`src/rtl/multdiv_pkg.sv`:
```
// multdiv_pkg: shared types and constants for the iterative multiply/divide unit.
//   state_t   - control FSM states
//   DEF_WIDTH - default operand/result width
//   DEF_ITER  - default iterations per operation
//   INT_MIN   - most negative 32-bit two's complement value
package multdiv_pkg;

    localparam int DEF_WIDTH = 32;
    localparam int DEF_ITER  = 32;

    localparam logic [31:0] INT_MIN = 32'h8000_0000;

    typedef enum logic [1:0] {
        IDLE = 2'd0,
        MULT = 2'd1,
        DIV  = 2'd2,
        DONE = 2'd3
    } state_t;

endpackage

```
`src/rtl/addsub33.sv`:
```
// addsub33: (WIDTH+1)-bit adder/subtractor shared by the multiply accumulate
// step and the non-restoring divide step.
//   a, b - operands
//   sub  - 1: sum = a - b, 0: sum = a + b
//   sum  - result, carry/borrow out discarded
module addsub33 #(
    parameter int N = 33
) (
    input  logic [N-1:0] a,
    input  logic [N-1:0] b,
    input  logic         sub,
    output logic [N-1:0] sum
);

    assign sum = sub ? (a - b) : (a + b);

endmodule

```
`src/rtl/iterative_multdiv.sv`:
```
// iterative_multdiv: signed multiply / divide, one bit per cycle, fixed latency.
//   clock, reset          - rising-edge clock, async active-high reset
//   data_operandA/B       - multiplicand/multiplier or dividend/divisor
//   ctrl_MULT, ctrl_DIV   - one-cycle start pulses (MULT wins if both high)
//   data_result           - product low word or quotient, held until next DONE
//   data_exception        - multiply overflow, divide-by-zero or INT_MIN / -1
//   data_resultRDY        - high for the single DONE cycle
// Both operations run on operand magnitudes; the sign is re-applied when the
// result is registered, so the shared adder only ever sees unsigned data.
module iterative_multdiv
    import multdiv_pkg::*;
#(
    parameter int WIDTH = DEF_WIDTH,
    parameter int ITER  = DEF_ITER
) (
    input  logic             clock,
    input  logic             reset,
    input  logic [WIDTH-1:0] data_operandA,
    input  logic [WIDTH-1:0] data_operandB,
    input  logic             ctrl_MULT,
    input  logic             ctrl_DIV,
    output logic [WIDTH-1:0] data_result,
    output logic             data_exception,
    output logic             data_resultRDY
);

    localparam logic [WIDTH-1:0] MIN_VAL = INT_MIN[31 -: WIDTH];

    state_t           state, next_state;
    logic [5:0]       cnt;
    logic [WIDTH:0]   hi;      // mult: upper product half; div: signed partial remainder
    logic [WIDTH-1:0] lo;      // mult: multiplier / lower product; div: dividend / quotient
    logic [WIDTH-1:0] mag_b;   // multiplicand or divisor magnitude
    logic             neg;
    logic             div_zero, div_ovf;

    logic             start, busy, last_iter;
    logic [WIDTH-1:0] mag_a_in, mag_b_in;
    logic [WIDTH:0]   add_a, add_b, sum;
    logic             add_sub;
    logic [2*WIDTH-1:0] prod, sprod;
    logic [WIDTH-1:0] quo;

    assign start     = ctrl_MULT | ctrl_DIV;
    assign busy      = (state == MULT) || (state == DIV);
    assign last_iter = (cnt == 6'(ITER));
    assign mag_a_in  = data_operandA[WIDTH-1] ? -data_operandA : data_operandA;
    assign mag_b_in  = data_operandB[WIDTH-1] ? -data_operandB : data_operandB;

    assign data_resultRDY = (state == DONE);

    always_ff @(posedge clock or posedge reset) begin
        if (reset) state <= IDLE;
        else       state <= next_state;
    end

    always_comb begin
        next_state = state;
        if (ctrl_MULT)     next_state = MULT;
        else if (ctrl_DIV) next_state = DIV;
        else begin
            case (state)
                MULT, DIV: if (last_iter) next_state = DONE;
                DONE:      next_state = IDLE;
                default:   next_state = state;
            endcase
        end
    end

    // Multiply: add multiplicand when the multiplier LSB is set, then the
    // whole {hi,lo} pair shifts right. Divide: shift {rem,quo} left, add or
    // subtract the divisor depending on the remainder sign (non-restoring).
    always_comb begin
        add_a   = {1'b0, hi[WIDTH-1:0]};
        add_b   = lo[0] ? {1'b0, mag_b} : '0;
        add_sub = 1'b0;
        if (state == DIV) begin
            add_a   = {hi[WIDTH-1:0], lo[WIDTH-1]};
            add_b   = {1'b0, mag_b};
            add_sub = ~hi[WIDTH];
        end
    end

    addsub33 #(.N(WIDTH+1)) u_addsub (
        .a   (add_a),
        .b   (add_b),
        .sub (add_sub),
        .sum (sum)
    );

    assign prod  = {hi[WIDTH-1:0], lo};
    assign sprod = neg ? -prod : prod;
    assign quo   = neg ? -lo : lo;

    always_ff @(posedge clock or posedge reset) begin
        if (reset) begin
            cnt            <= '0;
            hi             <= '0;
            lo             <= '0;
            mag_b          <= '0;
            neg            <= 1'b0;
            div_zero       <= 1'b0;
            div_ovf        <= 1'b0;
            data_result    <= '0;
            data_exception <= 1'b0;
        end else if (start) begin
            cnt      <= '0;
            hi       <= '0;
            lo       <= mag_a_in;
            mag_b    <= mag_b_in;
            neg      <= data_operandA[WIDTH-1] ^ data_operandB[WIDTH-1];
            div_zero <= ~ctrl_MULT & (data_operandB == '0);
            div_ovf  <= ~ctrl_MULT & (data_operandA == MIN_VAL) & (&data_operandB);
        end else if (busy) begin
            cnt <= cnt + 6'd1;
            if (!last_iter) begin
                if (state == DIV) begin
                    hi <= sum;
                    lo <= {lo[WIDTH-2:0], ~sum[WIDTH]};
                end else begin
                    hi <= {1'b0, sum[WIDTH:1]};
                    lo <= {sum[0], lo[WIDTH-1:1]};
                end
            end else if (state == MULT) begin
                data_result    <= sprod[WIDTH-1:0];
                data_exception <= (sprod[2*WIDTH-1:WIDTH] != {WIDTH{sprod[WIDTH-1]}});
            end else if (div_zero) begin
                data_result    <= '0;
                data_exception <= 1'b1;
            end else if (div_ovf) begin
                data_result    <= MIN_VAL;
                data_exception <= 1'b1;
            end else begin
                data_result    <= quo;
                data_exception <= 1'b0;
            end
        end
    end

endmodule

```
`config.mk`:
```
export PLATFORM = sky130hd
export DESIGN_NAME = iterative_multdiv
export DESIGN_NICKNAME = d
export VERILOG_FILES = /design/src/rtl/multdiv_pkg.sv /design/src/rtl/addsub33.sv /design/src/rtl/iterative_multdiv.sv
export SDC_FILE = /design/constraint.sdc
export NUM_CORES = 1
export LEC_CHECK = 0
export BUFFER_PORTS_ARGS = -buffer_cell sky130_fd_sc_hd__buf_2
export CORE_AREA = 2 2 155 157
export DETAILED_ROUTE_END_ITERATION = 8
export DIE_AREA = 0 0 157 159
export PLACE_DENSITY = 0.74
export SETUP_SLACK_MARGIN = 0.2
export SYNTH_ARGS = -nofsm -noshare
export SYNTH_HDL_FRONTEND = slang
export SYNTH_HIERARCHICAL = 1
export SYNTH_SLANG_ARGS = --single-unit
```
`constraint.sdc`:
```
create_clock -name clock -period 5.95 [get_ports clock]
set_input_delay 0.8925 -clock clock [delete_from_list [all_inputs] [get_ports clock]]
set_output_delay 0.8925 -clock clock [all_outputs]
set_load 0.05 [all_outputs]
```
Yosys cells after proc, flatten, opt, wreduce, memory -nomap -nowiden

Cells that the tools add are included.

Add/sub/neg operators: 7
Equal/unequal tests: 8
Mux-type cells: 29
Bitwise logic cells: 9
Reductions and logical operators: 9

Operator list:

| cell                                                           | count |
|---|---|
| 32-bit two-way mux                                             | 12 |
| 33-bit two-way mux                                             | 6 |
| 32-bit negation                                                | 3 |
| 64-bit two-way mux                                             | 1 |
| 64-bit negation                                                | 1 |
| 33-bit by 32-bit adder with 33-bit output                      | 1 |
| 33-bit by 32-bit subtractor with 33-bit output                 | 1 |
| 32-bit equality test (second input constant)                   | 1 |
| 32-bit logical NOT                                             | 1 |
| 32-bit != test                                                 | 1 |
| 32-bit AND reduction                                           | 1 |
| 6-bit two-way mux                                              | 2 |
| 6-bit by 1-bit adder with 6-bit output (second input constant) | 1 |
| 6-bit equality test (second input constant)                    | 1 |
| 2-bit two-way mux                                              | 3 |
| 2-bit equality test (second input constant)                    | 2 |
| 1-bit two-way mux                                              | 4 |
| 4-bit != test (second input constant)                          | 1 |
| 1-bit NOT                                                      | 4 |
| 2-bit one-hot mux with 2 select lines                          | 1 |
| 2-bit AND reduction                                            | 2 |
| 4-bit nonzero test                                             | 1 |
| 1-bit bitwise AND                                              | 3 |
| 3-bit AND reduction                                            | 1 |
| 7 further kinds                                                | 7 |

Flip-flop bits (word level): 141
Input port bits: 68
Output and inout bits: 34
Logic and storage cells: 72

Logic depth before layout (Yosys ltp)

Gate-level depths: netlist of run 1.

Depth after elaboration: 9
Mapped depth: 26
Gate-level depth less buffers: 24

Cells and area by module

Netlist of run 1, hierarchy kept.

By module, submodules not included:

| module            | times used | cells an instance | area an instance (um2) | sequential area each (um2) |
|---|---|---|---|---|
| iterative_multdiv | 1          | 1191              | 10203.5                | 3528.4 |
| addsub33          | 1          | 348               | 2392.3                 | 0.0 |

Worst setup path before layout of run 1

OpenSTA, ideal clock, no wires.

Kind: register to register
From: register state[0]
To: register lo[0]
Library setup time: 133 ps
Data arrival time: 5125 ps
Required time: 5817 ps
Setup slack: 692 ps
Cell stages (with the launch flop): 27
Path buffers: 2
Period minus slack after synthesis: 5258 ps
Path through: dfrtp_1 inv_1 ha_1 clkbuf_1 nor2_1 clkbuf_1 nor2b_1 or3_1 nor4_2 nand3_1 nor2b_1 nand2_1 nor4_1 nor2_1 xnor2_1 ha_1 a21o_1 a21o_1 a21o_1 a2111oi_0 a2bb2oi_1 o21ai_1 a21oi_2 xnor2_1 a211oi_1 a211oi_1 a21oi_1

Cells in the longest elaborated chain, start to end: 9
Elaborated cells between the ends (all ways): 16
Classes of those cells: add/sub (2); eq/ne (2); mux (8); bitwise (1); reduce/logical (3)

Ends and longest elaborated chain:

| element                                                                                                     | RTL line                 | source |
|---|---|---|
| from (decl)                                                                                                 | iterative_multdiv.sv:29  | `state_t state, next_state;` |
| from (signal assigned)                                                                                      | iterative_multdiv.sv:54  | `else state <= next_state;` |
| 2-bit equality test (*)                                                                                     | iterative_multdiv.sv:77  | `if (state == DIV) begin` |
| 32-bit two-way mux (*)                                                                                      | iterative_multdiv.sv:77  |  |
| named net add_b[2]                                                                                          | iterative_multdiv.sv:39  | `logic [WIDTH:0] add_a, add_b, sum;` |
| 33-bit by 32-bit adder with 33-bit output or 33-bit by 32-bit subtractor with 33-bit output (tied branches) | addsub33.sv:15           | `assign sum = sub ? (a - b) : (a + b);` |
| 33-bit two-way mux (*)                                                                                      | addsub33.sv:15           |  |
| named net sum[32]                                                                                           | iterative_multdiv.sv:39  |  |
| 1-bit NOT (*)                                                                                               | iterative_multdiv.sv:119 | `lo <= {lo[WIDTH-2:0], ~sum[WIDTH]};` |
| 32-bit two-way mux (*)                                                                                      | iterative_multdiv.sv:117 | `if (state == DIV) begin` |
| 32-bit two-way mux (*)                                                                                      | iterative_multdiv.sv:116 | `if (!last_iter) begin` |
| 32-bit two-way mux (*)                                                                                      | iterative_multdiv.sv:114 | `end else if (busy) begin` |
| 32-bit two-way mux (*)                                                                                      | iterative_multdiv.sv:106 | `end else if (start) begin` |
| to (signal assigned)                                                                                        | iterative_multdiv.sv:109 | `lo <= mag_a_in;` |
| to (signal assigned)                                                                                        | iterative_multdiv.sv:119 |  |
| to (signal assigned)                                                                                        | iterative_multdiv.sv:122 | `lo <= {sum[0], lo[WIDTH-1:1]};` |
| to (decl)                                                                                                   | iterative_multdiv.sv:32  | `logic [WIDTH-1:0] lo;` |

The timed path passes the listed nets; every way through them passes the cells marked *. The select of a mux whose other input is x is not followed.
A chain may end at the register's enable or synchronous reset.

Final worst setup path of run 1

Ends and elaborated chain as after synthesis.

==> out/qor.yml, run 1 <==
critical_path:
  crit_top_cell: "a21o_1"
  reg2regPathDepth: 24
  crit_path_end: "lo[0]"
  r2r_end: "lo[0]"
  r2r_start: "state[0]"
  cp.arrival_ns: 5.61
  cp-end-kind: "flip-flop"
  path_max_fanout: 7
  reg2reg_slack_ns: 0.60
  critPathMaxStageDelay_ns: 0.47
  crit_slowest_cell: "or3_1"
  cp_cell_sequence: "inv_1 > ha_4 > nor2_4 > nor2b_1 > or3_1 > nor4_4 > nand3_1 > nor2b_2 > nand2_1 > nor4_1 > nor2_1 > xnor2_1 > ha_1 > a21o_1 > a21o_1 > a21o_1 > a2111oi_1 > a2bb2oi_1 > o21ai_1 > a21oi_2 > xnor2_2 > a211oi_1 > a211oi_1 > a21oi_1"
  start_kind: "flip-flop"
  critPathRequiredTime_ns: 6.21
  critPathLaunch: "state[0]"
  crit_type: "reg2reg"
global_routing:
  grt_max_degree: 126
  grt_pass1_vias: 10610
  grt_usage: 0.2641
  grt_pass1_wl_um: 53820
  overflow: 0
  antenna_found_initial: 0
layout:
  final_area_um2: 13840
  nNetsFinal: 1673
  n_fill_cell: 2092
  syn2layout_area_growth_pct: 9.894
  antennaDiodeCount: 0
  utilization: 0.5968
  drive_gt1_frac: 0.1334
clocking:
  ctsHoldBuffers: 0
  clk_pin_slew_ns: 0.07
  cts_tree: "done"
  cts-root-buf: "clkbuf_16"
  cts_resized: 0
  clock-sinks: 141
  postCtsSetupBuffers: 0
  cts_max_level: 4
  cts_max_path_buffers: 2
  cts_buffers: 17
  clkLatencyLatePin_ns: 0.43
logic_synthesis:
  synth_seq_cells: 141
  synthCells: 1539
  ys_top_cells_by_area: "dfrtp_1 (28%), xor2_1 (7.6%), o21ai_0 (5.9%)"
  ys_seq_area_frac: 0.2801
  syn_nets: 1651
  syn-cell-area_um2: 12600
  synth_top_area_frac: 0.2801
  synth_edf_count: 0
  ys_types: 80
  synth_warnings: 6
  synthTopCellsByCount: "nand2_1 (167), o21ai_0 (148), dfrtp_1 (141), xor2_1 (110), nor2_1 (106)"
  synth_top_cell_by_area: "dfrtp_1"
  ys.flop_type: "dfrtp_1"
  postSynth.asyncResetShare: 1.000
  syn_avg_cell_area_um2: 8.184
  synth.most_common_cell: "nand2_1"
routing:
  drc_errors: 0
  detail-route-antenna-nets: 0
  avgViaCountPerCell: 6.062
  firstDrtPassIters: 5
  drt_wl_total_um: 32810
  wl_per_cell_um: 17.33
  drt_iter0_markers: 918
  vias: 11480
sta:
  fmax_mhz: 186.9
  max_slew.worst_pin.slew_ns: 1.119
  clock_skew_ns: 0.01285
  drv_slew: 0
  worst_hold_slack_ns: 0.4730
  fin_setup_tns_ns: 0
  final.min_clock_period_ns: 5.351
  post-route-period-util: 0.8994
  finalHoldViolCount: 0
  rsz0062_at_grt: "false"
  relSlewSlack: 0.2532
  setup_violations: 0
die:
  row_count: 56
  core_area_um2: 23190
  die_w_um: 157
  die_h_um: 159
  pin_count: 102
  dieArea_um2: 24960
  initial_core_util: 0.5431
status:
  status: "completed"
placement:
  place_area_um2: 13200
  io_buffers: 101
  gp_congestion: 0.9571
  place_hpwl_um: 24650
hold_path:
  min_from: "data_result[31]"
  hold_class: "reg2reg"
power:
  cellLeakagePower_nw: 5.665
  power_density_nw_per_um2: 280.7
  peakVddDrop_mv: 0.2265
flow_run:
  cap_viol_max_count: 0
==> registers in the layout, indices dropped and copies added (netlist names) <==
name            count
cnt                 6
div_ovf             1
lo                 32
state               2
div_zero            1
data_exception      1
neg                 1
data_result        32
hi                 33
mag_b              32
==> report_power, final <==
part	total, mW	internal (mW)	leakage, nW	switching, mW
combinational	1.56	0.623	3.55	0.940
clock	1.10	0.612	0.299	0.486
sequential	1.22	1.05	1.82	0.176
==> placed cells by master (no fill, tap or decap), types with 20 or more instances in the layout <==
cell type	instances
o211ai_1	37
nor4_1	20
nand4_1	24
ha_1	42
buf_2	101
mux2_2	29
dfrtp_1	141
a211oi_1	39
nor2_1	104
xnor2_1	69
mux2i_1	68
nand2_1	167
o21ai_0	148
nor2b_1	37
o31ai_1	33
or4_1	21
inv_1	37
nor3_1	28
xor2_1	110
a21oi_1	57
nand3_1	20
==> cell families after synthesis <==
kind of cell               after synthesis  synth area share
and+or+nand+nor                        501            0.2037
AOI/OAI and AO/OA                      426            0.2201
xor gates and xnor gates               181            0.1265
buffers and inverters                  148           0.04500
DFF                                    141            0.2801
muxes                                   97           0.07996
adders and majority gates               44           0.04430
other                                    1         0.0002977
==> layout make-up <==
type                            count  area, um^2  share of cell area
Inverter                           39       151.4             0.01094
Sequential cell                   141        3528              0.2549
Clock buffer                       18       439.2             0.03173
Tap cell                          319       399.1             0.02883
Multi-Input combinational cell   1250        8568              0.6190
Clock inverter                     14       163.9             0.01184
Timing Repair Buffer              112       591.8             0.04276
==> worst max-delay path: cells and delay by family, from the launching register on <==
family	cells	cell delay [ns]
AO/OA/AOI/OAI	10	1.96
XOR/XNOR	2	0.34
adder cells (fa/ha/maj)	2	0.53
buffers and inverters	1	0.10
flip-flops	1	0.39
AND/OR/NAND/NOR	9	1.85
==> layer usage <==
metal | up-vias | track usage | part of all wire
li1 | 5646 | - | -
met5 | - | 0 | 0
met3 | 56 | 0.03892 | 0.067
met2 | 376 | 0.3941 | 0.43
met4 | 0 | 0.07882 | 0.024
met1 | 5398 | 0.3949 | 0.48
==> stage by stage <==
step           cells  setup slack [ns]  total power, mW
5_1_grt         1893            0.1302            4.126
4_1_cts         1893            0.2518            3.864
3_5_place_dp    1861            0.4112            2.763
3_3_place_gp    1861            0.5261            2.729
2_1_floorplan   1539            0.6924            2.397
6_report        1893            0.5988            3.886
==> worst min path at each step <==
stage	endpoint	slack, ns	cells past startpoint
finish	data_result[31]	0.47	2
global route	mag_b[21]	0.50	2
CTS	mag_b[2]	0.48	2
detailed placement	mag_b[2]	0.46	2
global placement	mag_b[20]	0.45	2
floorplan	mag_b[31]	0.44	2
(Power assumes the default switching activity.)
==> run 2: changes to the inputs <==
Settings changed: GPL_TIMING_DRIVEN set to 0, SETUP_SLACK_MARGIN 0.2 to not set.
==> run 2 against run 1 <==
Sequential share of layout area decreased by 0.68 points. Register-to-register slack got worse by 0.32 ns. Hold slack got worse by 0.010 ns. Final cell count up 5.2%. Sequential power fell by 4%. Largest cell class unchanged.
==> out/qor.yml, run 2 (synthesis results as in run 1) <==
critical_path:
  crit_top_cell: "a21o_1"  # unchanged
  cp.arrival_ns: 5.97  # was 5.61 ns
  crit_path_end: "lo[0]"  # unchanged
  reg2reg_slack_ns: 0.28  # was 0.60 ns
  crit_type: "reg2reg"  # unchanged
  cp_num_buf_inv: 2  # was 1
  crit_family: "compound AO/OA/AOI/OAI gates"  # unchanged
  critPathRequiredTime_ns: 6.25  # was 6.21 ns
  start_kind: "flip-flop"  # unchanged
  path_max_fanout: 10  # was 7
  reg2regPathDepth: 25  # was 24
  r2r_end: "lo[0]"  # unchanged
  worst-path-stages: 25  # was 24
  r2r_start: "state[0]"  # unchanged
  crit_slowest_cell: "a2111oi_1"  # was or3_1
  cp-end-kind: "flip-flop"  # unchanged
  critPathLaunch: "state[0]"  # unchanged
  critPathMaxStageDelay_ns: 0.44  # was 0.47 ns
layout:
  utilization: 0.6133  # was 0.5968
  final_common_cell: "nand2_1"  # unchanged
  final_area_um2: 14220  # was 13840 um^2
  drive_gt1_frac: 0.1261  # was 0.1334
  nNetsFinal: 1772  # was 1673
  largest_register: "hi"  # unchanged
  syn2layout_area_growth_pct: 12.92  # was 9.894%
  final_cell_mix: "nand2_1 (167), o21ai_0 (148), dfrtp_1 (141)"  # unchanged
  largest_reg_flops: 33  # unchanged
  antennaDiodeCount: 0  # unchanged
routing:
  drt_iter0_markers: 991  # was 918
  wl_per_cell_um: 18.51  # was 17.33 um
  drc_errors: 0  # unchanged
  vias: 12050  # was 11480
  detail-route-antenna-nets: 0  # unchanged
  firstDrtPassIters: 6  # was 5
  drt_wl_total_um: 36880  # was 32810 um
  avgViaCountPerCell: 6.051  # was 6.062
placement:
  io_buffers: 101  # unchanged
  place_hpwl_um: 28600  # was 24650 um
  place_area_um2: 13530  # was 13200 um^2
  gp_congestion: 0.9513  # was 0.9571
global_routing:
  grt_pass1_vias: 11450  # was 10610
  overflow: 0  # unchanged
  grt_max_degree: 98  # was 126
  grt_usage: 0.2977  # was 0.2641
  grt_pass1_wl_um: 59490  # was 53820 um
  antenna_found_initial: 0  # unchanged
sta:
  finalHoldViolCount: 0  # unchanged
  relSlewSlack: 0.3671  # was 0.2532
  setup_violations: 0  # unchanged
  max_slew.worst_pin.slew_ns: 0.9254  # was 1.119 ns
  fmax_mhz: 176.3  # was 186.9 MHz
  drv_slew: 0  # unchanged
  rsz0062_at_grt: "false"  # unchanged
  post-route-period-util: 0.9535  # was 0.8994
  clock_skew_ns: 0.01291  # was 0.01285 ns
  final.min_clock_period_ns: 5.674  # was 5.351 ns
status:
  status: "completed"  # unchanged
die:
  row_count: 56  # unchanged
  core_area_um2: 23190  # unchanged
  die_w_um: 157  # unchanged
  die_h_um: 159  # unchanged
  initial_core_util: 0.5431  # unchanged
  dieArea_um2: 24960  # unchanged
  pin_count: 102  # unchanged
clocking:
  clock-sinks: 141  # unchanged
  cts_buffers: 17  # unchanged
  cts-root-buf: "clkbuf_16"  # unchanged
  cts_max_path_buffers: 2  # unchanged
  cts_tree: "done"  # unchanged
  clkLatencyLatePin_ns: 0.44  # was 0.43 ns
  cts_max_level: 4  # unchanged
  clk_pin_slew_ns: 0.07  # about the same
  ctsHoldBuffers: 0  # unchanged
power:
  peakVddDrop_mv: 0.2001  # was 0.2265 mV
  cellLeakagePower_nw: 5.789  # was 5.665 nW
  power_density_nw_per_um2: 281.5  # was 280.7 nW/um^2
hold_path:
  hold_class: "in2async"  # was reg2reg
flow_run:
  cap_viol_max_count: 0  # unchanged
==> run 2: worst min path at each step <==
stage                          from   endpoint  depth (start not counted)  slack (ns)
after global placement     mag_b[4]   mag_b[4]                          2        0.45
after floorplan           mag_b[31]  mag_b[31]                          2        0.44
after CTS                     reset     lo[13]                          2        0.47
final                         reset     lo[13]                          2        0.46
after detailed placement  mag_b[20]  mag_b[20]                          2        0.46
after global routing          reset     lo[13]                          2        0.49
==> run 2: stage by stage <==
step	hold WS (ns)	worst slack (ns)	cells	power [mW]	TNS, ns
after floorplan	0.4354	0.6924	1539	2.397	0
after detailed placement	0.4645	-0.5420	1960	2.816	-1.788
after global placement	0.4542	-0.3596	1959	2.784	-31.82
final	0.4630	0.2764	1992	4.004	0
after global routing	0.4900	0.03936	1992	4.250	0
after CTS	0.4721	0.006720	1991	3.975	0
==> run 2: metal layers <==
layer	vias to the layer above	part of all wire	global-route usage	routed length, um
li1	5831	-	-	-
met1	5686	0.45	0.4244	16660
met2	467	0.45	0.4603	16470
met3	70	0.076	0.05035	2794
met4	0	0.026	0.09550	945
met5	-	0	0	0
==> run 2: layout make-up <==
type | instances | area, um^2
repair buffers | 104 | 548.0
flip-flops and latches | 141 | 3528
clock buffers | 18 | 439.2
fillers | 2114 | 8969
plain buffers | 107 | 419.2
multi-input cells | 1250 | 8553
inverters | 39 | 151.4
well taps | 319 | 399.1
clock inverters | 14 | 185.2
==> run 2: repair_timing <==
item,in CTS,in global routing
resized for setup,7,9
pin swaps,0,1
cloned,0,0
setup buffers,0,2
endpoints found under the setup margin,13,11
==> run 2: worst reg2reg max path, stage by stage, from the launching register on <==
cell and delay (ns):
dfrtp_1 0.40, inv_1 0.08, ha_2 0.29, nor2_4 0.18, clkbuf_4 0.22, nor2b_1 0.09, or3_4 0.43, nor4_4 0.37
nand3_2 0.18, nor2b_2 0.22, nand2_1 0.14, nor4_2 0.18, nor2_1 0.08, xnor2_1 0.21, ha_1 0.32, a21o_1 0.17
a21o_1 0.16, a21o_1 0.20, a2111oi_1 0.44, a2bb2oi_1 0.20, o21ai_1 0.12, a21oi_2 0.20, xnor2_2 0.17, a211oi_1 0.14
a211oi_2 0.27, a21oi_1 0.06
==> run 2: where the power goes <==
group          total, mW  switching [mW]  internal (mW)
clock               1.15           0.493          0.655
sequential          1.17           0.119           1.05
combinational       1.69            1.05          0.643
total               4.00            1.66           2.35
